`src/rtl/usb_cmd_responder.sv`:
```
// Command engine between the ISP1362 bridge FIFOs: decodes ping / register write /
// register read / echo frames and returns response frames; register file is exported.
module usb_cmd_responder #(
    parameter int ADDR_W  = 2,
    parameter int TIMEOUT = 1024
) (
    input  logic                          clk,
    input  logic                          rst,
    output logic                          usb_read_en,
    input  logic [15:0]                   usb_read_data,
    input  logic                          usb_read_wait,
    output logic                          usb_write_en,
    output logic [15:0]                   usb_write_data,
    input  logic                          usb_write_wait,
    output logic [16*(2**ADDR_W)-1:0]     regs,
    output logic                          busy,
    output logic [7:0]                    err_count
);

    localparam int NREGS = 2**ADDR_W;
    localparam int TMO_W = (TIMEOUT < 1) ? 1 : $clog2(TIMEOUT + 1);

    localparam logic [7:0] SYNC_IN   = 8'hA5;
    localparam logic [7:0] SYNC_OUT  = 8'h5A;
    localparam logic [7:0] OP_PING   = 8'h00;
    localparam logic [7:0] OP_WR     = 8'h01;
    localparam logic [7:0] OP_RD     = 8'h02;
    localparam logic [7:0] OP_ECHO   = 8'h03;
    localparam logic [7:0] HDR_BADOP = 8'hFF;
    localparam logic [7:0] HDR_BADAD = 8'hFE;

    typedef enum logic [2:0] {
        S_HDR, S_ARG, S_DATA, S_RSP0, S_RSP1, S_ERD, S_EWR
    } state_t;

    state_t              state_q, state_d;
    logic [7:0]          op_q, op_d;
    logic [15:0]         addr_q, addr_d;
    logic [15:0]         count_q, count_d;
    logic [15:0]         pay_q, pay_d;
    logic                wr_en_q, wr_en_d;
    logic [15:0]         wr_data_q, wr_data_d;
    logic [7:0]          err_q, err_d;
    logic [TMO_W-1:0]    tmo_q, tmo_d;
    logic [15:0]         regs_q [NREGS];
    logic [15:0]         regs_d [NREGS];

    logic rd_ok, wr_ok, arg_ok, addr_ok, err_inc;

    assign usb_read_en = (state_q == S_HDR) || (state_q == S_ARG) ||
                         (state_q == S_DATA) || (state_q == S_ERD);
    assign rd_ok   = usb_read_en && !usb_read_wait;
    assign wr_ok   = wr_en_q && !usb_write_wait;
    assign arg_ok  = 32'(usb_read_data) < NREGS;
    assign addr_ok = 32'(addr_q) < NREGS;

    // NOTE: every signal gets a default at the top of always_comb so no path leaves one unassigned and infers a latch.
    always_comb begin
        state_d   = state_q;
        op_d      = op_q;
        addr_d    = addr_q;
        count_d   = count_q;
        pay_d     = pay_q;
        wr_en_d   = wr_en_q;
        wr_data_d = wr_data_q;
        regs_d    = regs_q;
        tmo_d     = '0;
        err_inc   = 1'b0;

        case (state_q)
            S_HDR: if (rd_ok) begin
                if (usb_read_data[15:8] != SYNC_IN) begin
                    err_inc = 1'b1;
                end else begin
                    op_d = usb_read_data[7:0];
                    case (usb_read_data[7:0])
                        OP_PING: begin
                            state_d   = S_RSP0;
                            wr_en_d   = 1'b1;
                            wr_data_d = {SYNC_OUT, OP_PING};
                            pay_d     = 16'h1362;
                        end
                        OP_WR, OP_RD, OP_ECHO: state_d = S_ARG;
                        default: begin
                            state_d   = S_RSP0;
                            wr_en_d   = 1'b1;
                            wr_data_d = {SYNC_OUT, HDR_BADOP};
                            pay_d     = {8'h00, usb_read_data[7:0]};
                            err_inc   = 1'b1;
                        end
                    endcase
                end
            end
            S_ARG: if (rd_ok) begin
                addr_d  = usb_read_data;
                case (op_q)
                    OP_WR: state_d = S_DATA;
                    OP_RD: begin
                        state_d = S_RSP0;
                        wr_en_d = 1'b1;
                        if (arg_ok) begin
                            wr_data_d = {SYNC_OUT, OP_RD};
                            pay_d     = regs_q[usb_read_data[ADDR_W-1:0]];
                        end else begin
                            wr_data_d = {SYNC_OUT, HDR_BADAD};
                            pay_d     = usb_read_data;
                            err_inc   = 1'b1;
                        end
                    end
                    default: begin
                        count_d   = usb_read_data;
                        state_d   = S_RSP0;
                        wr_en_d   = 1'b1;
                        wr_data_d = {SYNC_OUT, OP_ECHO};
                        pay_d     = usb_read_data;
                    end
                endcase
            end
            S_DATA: if (rd_ok) begin
                state_d = S_RSP0;
                wr_en_d = 1'b1;
                pay_d   = addr_q;
                if (addr_ok) begin
                    regs_d[addr_q[ADDR_W-1:0]] = usb_read_data;
                    wr_data_d = {SYNC_OUT, OP_WR};
                end else begin
                    wr_data_d = {SYNC_OUT, HDR_BADAD};
                    err_inc   = 1'b1;
                end
            end
            S_RSP0: if (wr_ok) begin
                wr_data_d = pay_q;
                state_d   = S_RSP1;
            end
            S_RSP1: if (wr_ok) begin
                wr_en_d = 1'b0;
                state_d = (op_q == OP_ECHO && count_q != 16'd0) ? S_ERD : S_HDR;
            end
            S_ERD: if (rd_ok) begin
                wr_en_d   = 1'b1;
                wr_data_d = usb_read_data;
                state_d   = S_EWR;
            end
            S_EWR: if (wr_ok) begin
                wr_en_d = 1'b0;
                count_d = count_q - 16'd1;
                state_d = (count_q == 16'd1) ? S_HDR : S_ERD;
            end
            default: state_d = S_HDR;
        endcase

        // Only read stalls inside a frame are bounded; the bridge may hold writes off indefinitely.
        if (TIMEOUT != 0 && !rd_ok &&
            (state_q == S_ARG || state_q == S_DATA || state_q == S_ERD)) begin
            tmo_d = tmo_q + TMO_W'(1);
            if (tmo_d == TMO_W'(TIMEOUT)) begin
                state_d = S_HDR;
                tmo_d   = '0;
                err_inc = 1'b1;
            end
        end

        err_d = (err_inc && err_q != 8'hFF) ? err_q + 8'd1 : err_q;
    end

    // NOTE: sequential state uses non-blocking assignments so every flop samples pre-edge values.
    always_ff @(posedge clk) begin
        if (rst) begin
            state_q   <= S_HDR;
            op_q      <= '0;
            addr_q    <= '0;
            count_q   <= '0;
            pay_q     <= '0;
            wr_en_q   <= 1'b0;
            wr_data_q <= '0;
            err_q     <= '0;
            tmo_q     <= '0;
            // NOTE: the register file is tiny and visible to fabric logic, so it is reset like any flop.
            for (int i = 0; i < NREGS; i++) regs_q[i] <= '0;
        end else begin
            state_q   <= state_d;
            op_q      <= op_d;
            addr_q    <= addr_d;
            count_q   <= count_d;
            pay_q     <= pay_d;
            wr_en_q   <= wr_en_d;
            wr_data_q <= wr_data_d;
            err_q     <= err_d;
            tmo_q     <= tmo_d;
            regs_q    <= regs_d;
        end
    end

    for (genvar g = 0; g < NREGS; g++) begin : g_regs
        assign regs[16*g +: 16] = regs_q[g];
    end

    assign usb_write_en   = wr_en_q;
    assign usb_write_data = wr_data_q;
    assign busy           = (state_q != S_HDR);
    assign err_count      = err_q;

endmodule
```
`config.mk`:
```
export PLATFORM = sky130hd
export DESIGN_NAME = usb_cmd_responder
export DESIGN_NICKNAME = d
export VERILOG_FILES = /design/src/rtl/usb_cmd_responder.sv
export SDC_FILE = /design/constraint.sdc
export NUM_CORES = 1
export LEC_CHECK = 0
export CORE_UTILIZATION = 55
export CTS_CLUSTER_DIAMETER = 120
export DETAILED_ROUTE_END_ITERATION = 6
export GPL_TIMING_DRIVEN = 0
export PLACE_DENSITY_LB_ADDON = 0.12
export SETUP_SLACK_MARGIN = 0.02
export SLEW_MARGIN = 20
export SYNTH_ARGS = -nofsm -noshare
export SYNTH_HDL_FRONTEND = slang
export SYNTH_SLANG_ARGS = --single-unit
```
`constraint.sdc`:
```
create_clock -name clk -period 2.9 [get_ports clk]
set_input_delay 0.58 -clock clk [delete_from_list [all_inputs] [get_ports clk]]
set_output_delay 0.58 -clock clk [all_outputs]
set_load 0.005 [all_outputs]
```
==> metrics.md, run 1 <==
| Metric | Value |
|---|---|
| Clock Skew | 13.2 ps |
| FF+latch count, synth | 159 |
| Worst-Skew Late Latency | 440 ps |
| # IOs | 111 |
| Vias in the first global route | 6,989 |
| Unrepaired setup endpoints after global routing | true |
| Worst-path cell chain | clkbuf_1, clkbuf_1, a21oi_1, clkdlybuf4s50_1 |
| Max VDD drop | 0.445 mV |
| Critical Path Start Type | flip-flop |
| Synth-to-Final Area Change | 23.6% |
| Reg2reg start | state_q[1]$_SDFF_PP0_ |
| Final Cell Area | 9520 um^2 |
| Initial detailed-routing violation count | 837 |
| Final setup fails | 0 |
| DP Wirelength | 16.7 mm |
| Nets | 1,093 |
| Cts hold-fix bufs | 0 |
| DP Area | 8870 um^2 |
| Final ANT Viol Nets | 0 |
| Clk slew on worst S/H paths | 70 ps |
| Final GP Congestion | 0.941 |
| Placed insts | 1,225 |
| Routed vias/inst | 6.16 |
| Grt ovf | 0 |
| First-pass GRT wire length | 37.5 mm |
| Total number of vias | 7,738 |
| Largest area contributor in the netlist | dfxtp_1 |
| Cell family with most CP delay | buffers and inverters |
| Die footprint | 14,500 um^2 |
| Post-synth ARST share | 0 |
| Main flop type after synthesis | dfxtp_1 |
| Share of layout cells above drive strength 1 | 0.0777 |
| Post-CTS Resized | 2 |
| Setup Crit Path Kind | flip-flop to output pin |
| FILL cells | 1,150 |
| Most common cell after layout, fill and taps aside | nand2_1 |
| Status | completed |
| Postcts setup bufs | 0 |
| F_max | 0.352 GHz |
| Worst Path Max Fanout | 10 |
| Slew Limit Fails | 0 |
| FP Rows | 42 |
| Antenna violations before repair | 0 |
| Drt wl/cell | 19.2 um |
| Yosys top cell area share | 0.413 |
| Worst Setup End Kind | output pin |
| Core area | 13,500 um^2 |
| Netlist cell types | 67 |
| Worst Path Buf+Inv | 3 |
| Pwr/cell area | 501 nW/um^2 |
| Relative max-transition margin | 0.368 |
| Hold EP | tmo_q[0]$_SDFF_PP0_ |
| Gate Count Post-Synth | 954 |
| Fin cells | 1,257 |
| Pin count of the biggest net entering global routing | 17 |
| Drt first pass iters | 6 |
| Largest stage delay, worst path | 460 ps |
| Area contributors post-synth | dfxtp_1 41%, nand2_1 9.8%, a21oi_1 7.9%, mux4_2 4.1%, nor2_1 3.9% |
| Final wirelength | 24.2 mm |
| CTS Root Cell | clkbuf_16 |
| Initial Util | 0.572 |
| Fin. Hold Viols | 0 |
| Die Wd | 120 um |
| Diode count | 0 |
| Most numerous cell on the critical path | clkbuf_1 |
| I/O Buffers | 95 |
| Worst EP required | 2320 ps |
| Clock Path Buffers | 2 |
| Reg2Reg Depth | 9 |
| Hold path startpoint | tmo_q[0]$_SDFF_PP0_ |
| Tcrit/Tclk final | 0.979 |
| Hold depth | 1 |
| R2r setup slk | 120 ps |
| Max Cap Violations | 0 |
| Tightest Hold Check Type | flip-flop to flip-flop |
| Clock sink count | 159 |
| Height of the die | 120 um |
| Post-Syn Area | 7700 um^2 |
| Min Hold Slack | 465 ps |
| Post-synth EDFFs | 0 |
| CP max stage cell | clkdlybuf4s50_1 |
| Worst EP arrival | 2260 ps |
| Register area share after synthesis | 0.413 |
| GR Util All Layers | 0.338 |
| Synthesized Nets | 979 |
| H-Tree Depth | 4 |
| Pleak | 3.11 nW |
| Most frequent cells in the layout | 202 x nand2_1, 159 x dfxtp_1, 121 x a21oi_1 |
| Fin util | 0.708 |
| Post-route minimum period | 2840 ps |
| TritonCTS Buffers | 17 |
| Syn avg cell area | 8.07 um^2 |
| CTS tree | done |
| # DRC | 0 |
| Worst reg2reg path endpoint | count_q[9]$_SDFFE_PP0P_ |
| Ys Warns | 0 |
| Worst slew pin tran | 948 ps |
==> Yosys cell counts, types with 13 or more instances <==
cell / count
nor3_1: 17
a211oi_1: 27
nor2_1: 79
clkbuf_1: 67
nand3_1: 20
a21oi_1: 121
mux2i_1: 13
a311oi_1: 13
dfxtp_1: 159
o21ai_0: 22
mux4_2: 14
nand2_1: 202
==> metal layers <==
metal / up-vias / wire length [um] / track usage
met5: - / 0 / 0
met4: 0 / 687 / 0.150
met2: 416 / 10700 / 0.510
met1: 3648 / 10600 / 0.473
met3: 53 / 2110 / 0.0571
li1: 3621 / - / -
==> flip-flops by register name, summed over array words and instances (netlist names) <==
register and cells:
err_count 8, addr_q 16, state_q 3, tmo_q 11, pay_q 16, op_q 8
usb_write_data 16, usb_write_en 1, count_q 16, regs 64
==> worst reg2reg max path: stages (launching register included) <==
cell	delay, ps
dfxtp_1	350
clkbuf_1	240
or4b_1	550
clkbuf_1	290
a31oi_1	420
a21o_1	220
buf_2	270
o21ai_0	120
a22oi_1	160
nor2_1	50
==> through the flow <==
step | total power, mW | setup slack [ps] | TNS (ps)
6_report | 4.77 | 61.6 | 0
5_1_grt | 4.88 | -53.9 | -127
4_1_cts | 4.77 | 54.1 | 0
3_5_place_dp | 2.46 | -683 | -16010
3_3_place_gp | 2.46 | -746 | -17130
2_1_floorplan | 2.38 | 347 | 0
==> worst max path at each step <==
stage / start / to / depth (start not counted)
2_1_floorplan: usb_read_data[14] / err_count[2]$_SDFFE_PP0P_ / 7
3_3_place_gp: usb_read_data[1] / usb_write_data[1]$_SDFFE_PP0P_ / 8
3_5_place_dp: usb_read_data[1] / usb_write_data[1]$_SDFFE_PP0P_ / 8
4_1_cts: state_q[0]$_SDFF_PP0_ / regs[39]$_SDFFE_PP0P_ / 9
5_1_grt: state_q[1]$_SDFF_PP0_ / count_q[5]$_SDFFE_PP0P_ / 9
6_report: state_q[1]$_SDFF_PP0_ / usb_read_en / 4
==> report_power, final <==
| group | internal (mW) | switching [mW] |
|---|---|---|
| sequential | 2.19 | 0.00800 |
| clock | 1.41 | 0.941 |
| combinational | 0.0644 | 0.157 |
| total | 3.66 | 1.11 |
==> cells by family after synthesis <==
family          synth area share
compound gates             0.222
mux                       0.0666
buf+inv                   0.0473
fa+ha+maj                0.00813
flops                      0.413
xor+xnor                  0.0114
simple gates               0.231
==> area by class of cell <==
type,count,area (um^2),area share
clock inverter,11,155,0.0163
multi-input combinational,703,4180,0.439
buffer,84,340,0.0358
clock buffer,21,460,0.0484
tap,176,220,0.0231
sequential,159,3180,0.334
timing repair buffer,95,951,0.0999
inverter,8,30.0,0.00315
No activity file was read; power rests on OpenSTA's default activity.
==> run 2: changes to the inputs <==
--- a/config.mk
+++ b/config.mk
@@ -5,12 +5,14 @@
 export SDC_FILE = /design/constraint.sdc
 export NUM_CORES = 1
 export LEC_CHECK = 0
+export CAP_MARGIN = 15
 export CORE_UTILIZATION = 55
 export CTS_CLUSTER_DIAMETER = 120
 export DETAILED_ROUTE_END_ITERATION = 6
 export GPL_TIMING_DRIVEN = 0
 export PLACE_DENSITY_LB_ADDON = 0.12
 export SETUP_SLACK_MARGIN = 0.02
+export SKIP_CTS_REPAIR_TIMING = 1
 export SLEW_MARGIN = 20
 export SYNTH_ARGS = -nofsm -noshare
 export SYNTH_HDL_FRONTEND = slang
==> run 2 against run 1 <==
Maximum frequency is 1.2% higher. Via count is 0.32% lower. Utilization hardly changed. Non-clock buffer count stayed put. Clock skew is 2.9 ps lower. Die area stayed put. Flip-flop and latch count stayed put. First-iteration DRC count is 0.96% higher. Critical path type unchanged. Largest cell class unchanged.
==> metrics.md, run 2 (synthesis results as in run 1) <==
| Metric | Value |
|---|---|
| Fin. Hold Viols | 0 |
| Status | completed |
| Antenna violations before repair | 0 |
| Grt ovf | 0 |
| Worst EP required | 2320 ps |
| Worst slew pin tran | 944 ps |
| Share of layout cells above drive strength 1 | 0.0768 |
| Setup Crit Path Kind | flip-flop to output pin |
| Core area | 13,500 um^2 |
| Relative max-transition margin | 0.370 |
| Vias in the first global route | 6,989 |
| Most frequent cells in the layout | 202 x nand2_1, 159 x dfxtp_1, 121 x a21oi_1 |
| Unrepaired setup endpoints after global routing | true |
| CTS tree | done |
| Max Cap Violations | 0 |
| Worst-Skew Late Latency | 440 ps |
| GR Util All Layers | 0.338 |
| F_max | 0.356 GHz |
| FP Rows | 42 |
| DP Wirelength | 16.7 mm |
| Synth-to-Final Area Change | 23.6% |
| FILL cells | 1,149 |
| Drt first pass iters | 6 |
| Clk slew on worst S/H paths | 70 ps |
| Worst Path Buf+Inv | 4 |
| Max VDD drop | 0.445 mV |
| Pleak | 3.10 nW |
| Nets | 1,093 |
| Multi-input gate area | 4180 um^2 |
| Final setup fails | 0 |
| Final ANT Viol Nets | 0 |
| Diode count | 0 |
| Worst-path cell chain | buf_2, clkbuf_1, nor3_2, inv_1, clkdlybuf4s50_1 |
| TritonCTS Buffers | 17 |
| # DRC | 0 |
| Initial detailed-routing violation count | 845 |
| CTS Root Cell | clkbuf_16 |
| I/O Buffers | 95 |
| Height of the die | 120 um |
| Pin count of the biggest net entering global routing | 17 |
| Total number of vias | 7,713 |
| Clock sink count | 159 |
| Post-route minimum period | 2810 ps |
| Final wirelength | 24.2 mm |
| Slew Limit Fails | 0 |
| Initial Util | 0.572 |
| Tcrit/Tclk final | 0.967 |
| Worst Setup End Kind | output pin |
| H-Tree Depth | 4 |
| Die Wd | 120 um |
| Tightest Hold Check Type | flip-flop to flip-flop |
| Worst Path Max Fanout | 10 |
| First-pass GRT wire length | 37.5 mm |
| Die footprint | 14,500 um^2 |
| CP max stage cell | clkdlybuf4s50_1 |
| Cell family with most CP delay | buffers and inverters |
| Setup TNS | 0 ps |
| Largest stage delay, worst path | 480 ps |
| Clock Skew | 10.3 ps |
| Routed vias/inst | 6.14 |
| Most common cell after layout, fill and taps aside | nand2_1 |
| Final GP Congestion | 0.941 |
| Pwr/cell area | 501 nW/um^2 |
| PnR Total Power | 4.77 mW |
| Clock Path Buffers | 2 |
| Worst EP arrival | 2230 ps |
| Critical Path Start Type | flip-flop |
| R2r setup slk | 120 ps |
| Flip-flop and latch area | 3180 um^2 |
| # IOs | 111 |
| Drt wl/cell | 19.2 um |
| Largest register FFs | 64 |
run 2: cell counts in the layout (fill, tap and decap cells not counted):
Identical to the previous run, type by type.
run 2: worst paths after layout:
kind	startpoint	end	depth (start not counted)
setup / recovery	state_q[0]$_SDFF_PP0_	busy	5
hold / removal	tmo_q[0]$_SDFF_PP0_	tmo_q[0]$_SDFF_PP0_	1
setup reg to reg	state_q[1]$_SDFF_PP0_	count_q[9]$_SDFFE_PP0P_	9
hold reg to reg	tmo_q[0]$_SDFF_PP0_	tmo_q[0]$_SDFF_PP0_	1
run 2: final cells by class:
type / count / area share
multi-input combinational: 703 / 0.439
sequential: 159 / 0.334
timing repair buffer: 95 / 0.0999
clock buffer: 21 / 0.0484
buffer: 84 / 0.0356
tap: 176 / 0.0231
clock inverter: 11 / 0.0163
inverter: 8 / 0.00315
run 2: through the flow:
| step | worst slack [ps] | utilization | hold slack, ps | cell area [um^2] | instances |
|---|---|---|---|---|---|
| after global routing | -57.0 | 0.707 | 484 | 9520 | 1257 |
| after CTS | -306 | 0.705 | 469 | 9490 | 1257 |
| after global placement | -746 | 0.659 | 444 | 8870 | 1225 |
| final | 94.8 | 0.707 | 465 | 9520 | 1257 |
| after floorplan | 347 | - | 430 | 7700 | 954 |
| after detailed placement | -683 | 0.659 | 457 | 8870 | 1225 |
run 2: per-layer routing:
metal / GRT usage / part of all wire / up-vias / wire, um
li1: - / - / 3621 / -
met1: 0.473 / 0.44 / 3590 / 10500
met2: 0.510 / 0.44 / 443 / 10700
met3: 0.0571 / 0.094 / 59 / 2260
met4: 0.150 / 0.027 / 0 / 644
met5: 0 / 0 / - / 0
run 2: where the power goes:
group	internal (mW)	switching [mW]
registers	2.19	0.00810
clock network	1.41	0.942
logic	0.0644	0.157
run 2: worst reg2reg max path: stages (launching register included):
cell	delay, ps
dfxtp_1	350
clkbuf_1	250
or4b_1	550
clkbuf_1	290
a31oi_1	410
a21o_1	210
buf_2	260
o21ai_0	130
a22oi_1	160
nor2_1	50
==> run 3: changes to the inputs <==
--- a/config.mk
+++ b/config.mk
@@ -5,10 +5,11 @@
 export SDC_FILE = /design/constraint.sdc
 export NUM_CORES = 1
 export LEC_CHECK = 0
-export CAP_MARGIN = 15
+export CAP_MARGIN = 20
 export CORE_UTILIZATION = 55
 export CTS_CLUSTER_DIAMETER = 120
 export DETAILED_ROUTE_END_ITERATION = 6
+export GPL_ROUTABILITY_DRIVEN = 0
 export GPL_TIMING_DRIVEN = 0
 export PLACE_DENSITY_LB_ADDON = 0.12
 export SETUP_SLACK_MARGIN = 0.02
==> constraint.sdc (replaced) <==
create_clock -name clk -period 2.9 [get_ports clk]
set_input_delay 0.58 -clock clk [delete_from_list [all_inputs] [get_ports clk]]
set_output_delay 0.58 -clock clk [all_outputs]
set_load 0.01 [all_outputs]
==> run 3 against run 2 <==
Sequential power is essentially flat. Flip-flop and latch count is the same. Count of clock-buffer cells in the layout grew 3. Global-route usage grew 0.11 points. Combinational power grew 2%. Critical path depth grew 3. Critical path type is now input port to flip-flop. Largest cell class unchanged. Largest power group is now sequential cells. Highest routed layer unchanged.
==> metrics.md, run 3 (synthesis results as in run 1) <==
| Metric | Value |
|---|---|
| Status | completed |
| Critical Path Start Type | input port |
| Diode count | 0 |
| Most frequent cells in the layout | 202 x nand2_1, 159 x dfxtp_1, 121 x a21oi_1 |
| Nets | 1,093 |
| Unrepaired setup endpoints after global routing | true |
| Worst Path Max Fanout | 10 |
| FP Rows | 42 |
| Clk slew on worst S/H paths | 60 ps |
| Worst EP arrival | 3110 ps |
| Min Hold Slack | 470 ps |
| Grt ovf | 0 |
| Drt wl/cell | 19.2 um |
| Total number of vias | 7,787 |
| GR Util All Layers | 0.339 |
| Post-route minimum period | 2780 ps |
| Worst EP required | 3230 ps |
| Antenna violations before repair | 0 |
| FILL cells | 1,141 |
| Vias in the first global route | 7,154 |
| I/O Buffers | 95 |
| First-pass GRT wire length | 37.6 mm |
| Slew Limit Fails | 0 |
| TritonCTS Buffers | 17 |
| Routed vias/inst | 6.19 |
| Tcrit/Tclk final | 0.959 |
| Synth-to-Final Area Change | 23.4% |
| Final setup fails | 0 |
| Worst slew pin tran | 1060 ps |
| Die Wd | 120 um |
| Max VDD drop | 0.383 mV |
| Initial detailed-routing violation count | 717 |
| CTS Root Cell | clkbuf_16 |
| Worst-Skew Late Latency | 430 ps |
| Pin count of the biggest net entering global routing | 17 |
| Final Cell Area | 9500 um^2 |
| Most common cell after layout, fill and taps aside | nand2_1 |
| Pleak | 3.09 nW |
| # IOs | 111 |
| # DRC | 0 |
| H-Tree Depth | 4 |
| Max Cap Violations | 0 |
| Core area | 13,500 um^2 |
| Final wirelength | 24.1 mm |
| Relative max-transition margin | 0.285 |
| Worst Setup End Kind | flip-flop |
| CTS tree | done |
| Final ANT Viol Nets | 0 |
| F_max | 0.360 GHz |
| Clock sink count | 159 |
| DP Wirelength | 16.8 mm |
| Setup Crit Path Kind | input port to flip-flop |
| DP Area | 8870 um^2 |
| Tightest Hold Check Type | flip-flop to flip-flop |
| Largest register FFs | 64 |
| Pwr/cell area | 484 nW/um^2 |
| Die footprint | 14,500 um^2 |
| Height of the die | 120 um |
| Share of layout cells above drive strength 1 | 0.0796 |
| Fin. Hold Viols | 0 |
| Initial Util | 0.572 |
| Clock Skew | 7.97 ps |
| Drt first pass iters | 5 |
| Clock Path Buffers | 2 |
## run 3: cell count changes in the layout (fill, tap and decap cells not counted), moves of 2 or more
cell / change
clkinv_4: -3
clkinvlp_4: +2
clkbuf_2: +3
clkbuf_1: -2
clkbuf_8: +2
bufinv_16: -2
## run 3: final timing paths
check                                            from                        endpoint  slack [ps]  cells after the start
worst max-delay path                 usb_read_data[1]  usb_write_data[1]$_SDFFE_PP0P_         120                      8
worst min-delay path            regs[53]$_SDFFE_PP0P_           regs[53]$_SDFFE_PP0P_         470                      2
worst max register to register  state_q[0]$_SDFF_PP0_           regs[31]$_SDFFE_PP0P_         130                      9
worst min register to register  regs[53]$_SDFFE_PP0P_           regs[53]$_SDFFE_PP0P_         470                      2
## run 3: critical path: stages
cell	delay (ps)
clkdlybuf4s50_1	530
clkbuf_2	340
clkbuf_2	400
clkbuf_1	570
nor2_1	110
o2bb2ai_1	160
a22oi_1	90
a311oi_1	310
## run 3: cell type report
class,count,area [um^2],share of cell area
Clock inverter,8,80.1,0.00843
Inverter,8,30.0,0.00316
Tap cell,176,220,0.0232
Multi-Input combinational cell,703,4200,0.442
Timing Repair Buffer,95,951,0.100
Sequential cell,159,3180,0.335
Buffer,84,343,0.0361
Clock buffer,24,492,0.0518
## run 3: through the flow
stage / setup slack (ps) / util / power, mW / std cells / setup TNS (ps)
floorplan: 347 / - / 2.38 / 954 / 0
global placement: -743 / 0.659 / 2.46 / 1225 / -17740
detailed placement: -763 / 0.659 / 2.46 / 1225 / -17620
CTS: -340 / 0.702 / 4.60 / 1257 / -591
global route: -41.3 / 0.706 / 4.69 / 1257 / -75.9
finish: 120 / 0.706 / 4.59 / 1257 / 0
## run 3: power breakdown
group,leakage (nW),switching [mW],internal [mW]
registers,1.28,0.00788,2.19
logic,1.54,0.160,0.0651
clock network,0.273,0.897,1.27
total,3.09,1.06,3.53
## run 3: routing by layer
layer,GRT usage,wire length (um)
met1,0.456,10200
met2,0.508,10500
met3,0.0788,2510
met4,0.174,887
met5,0,0
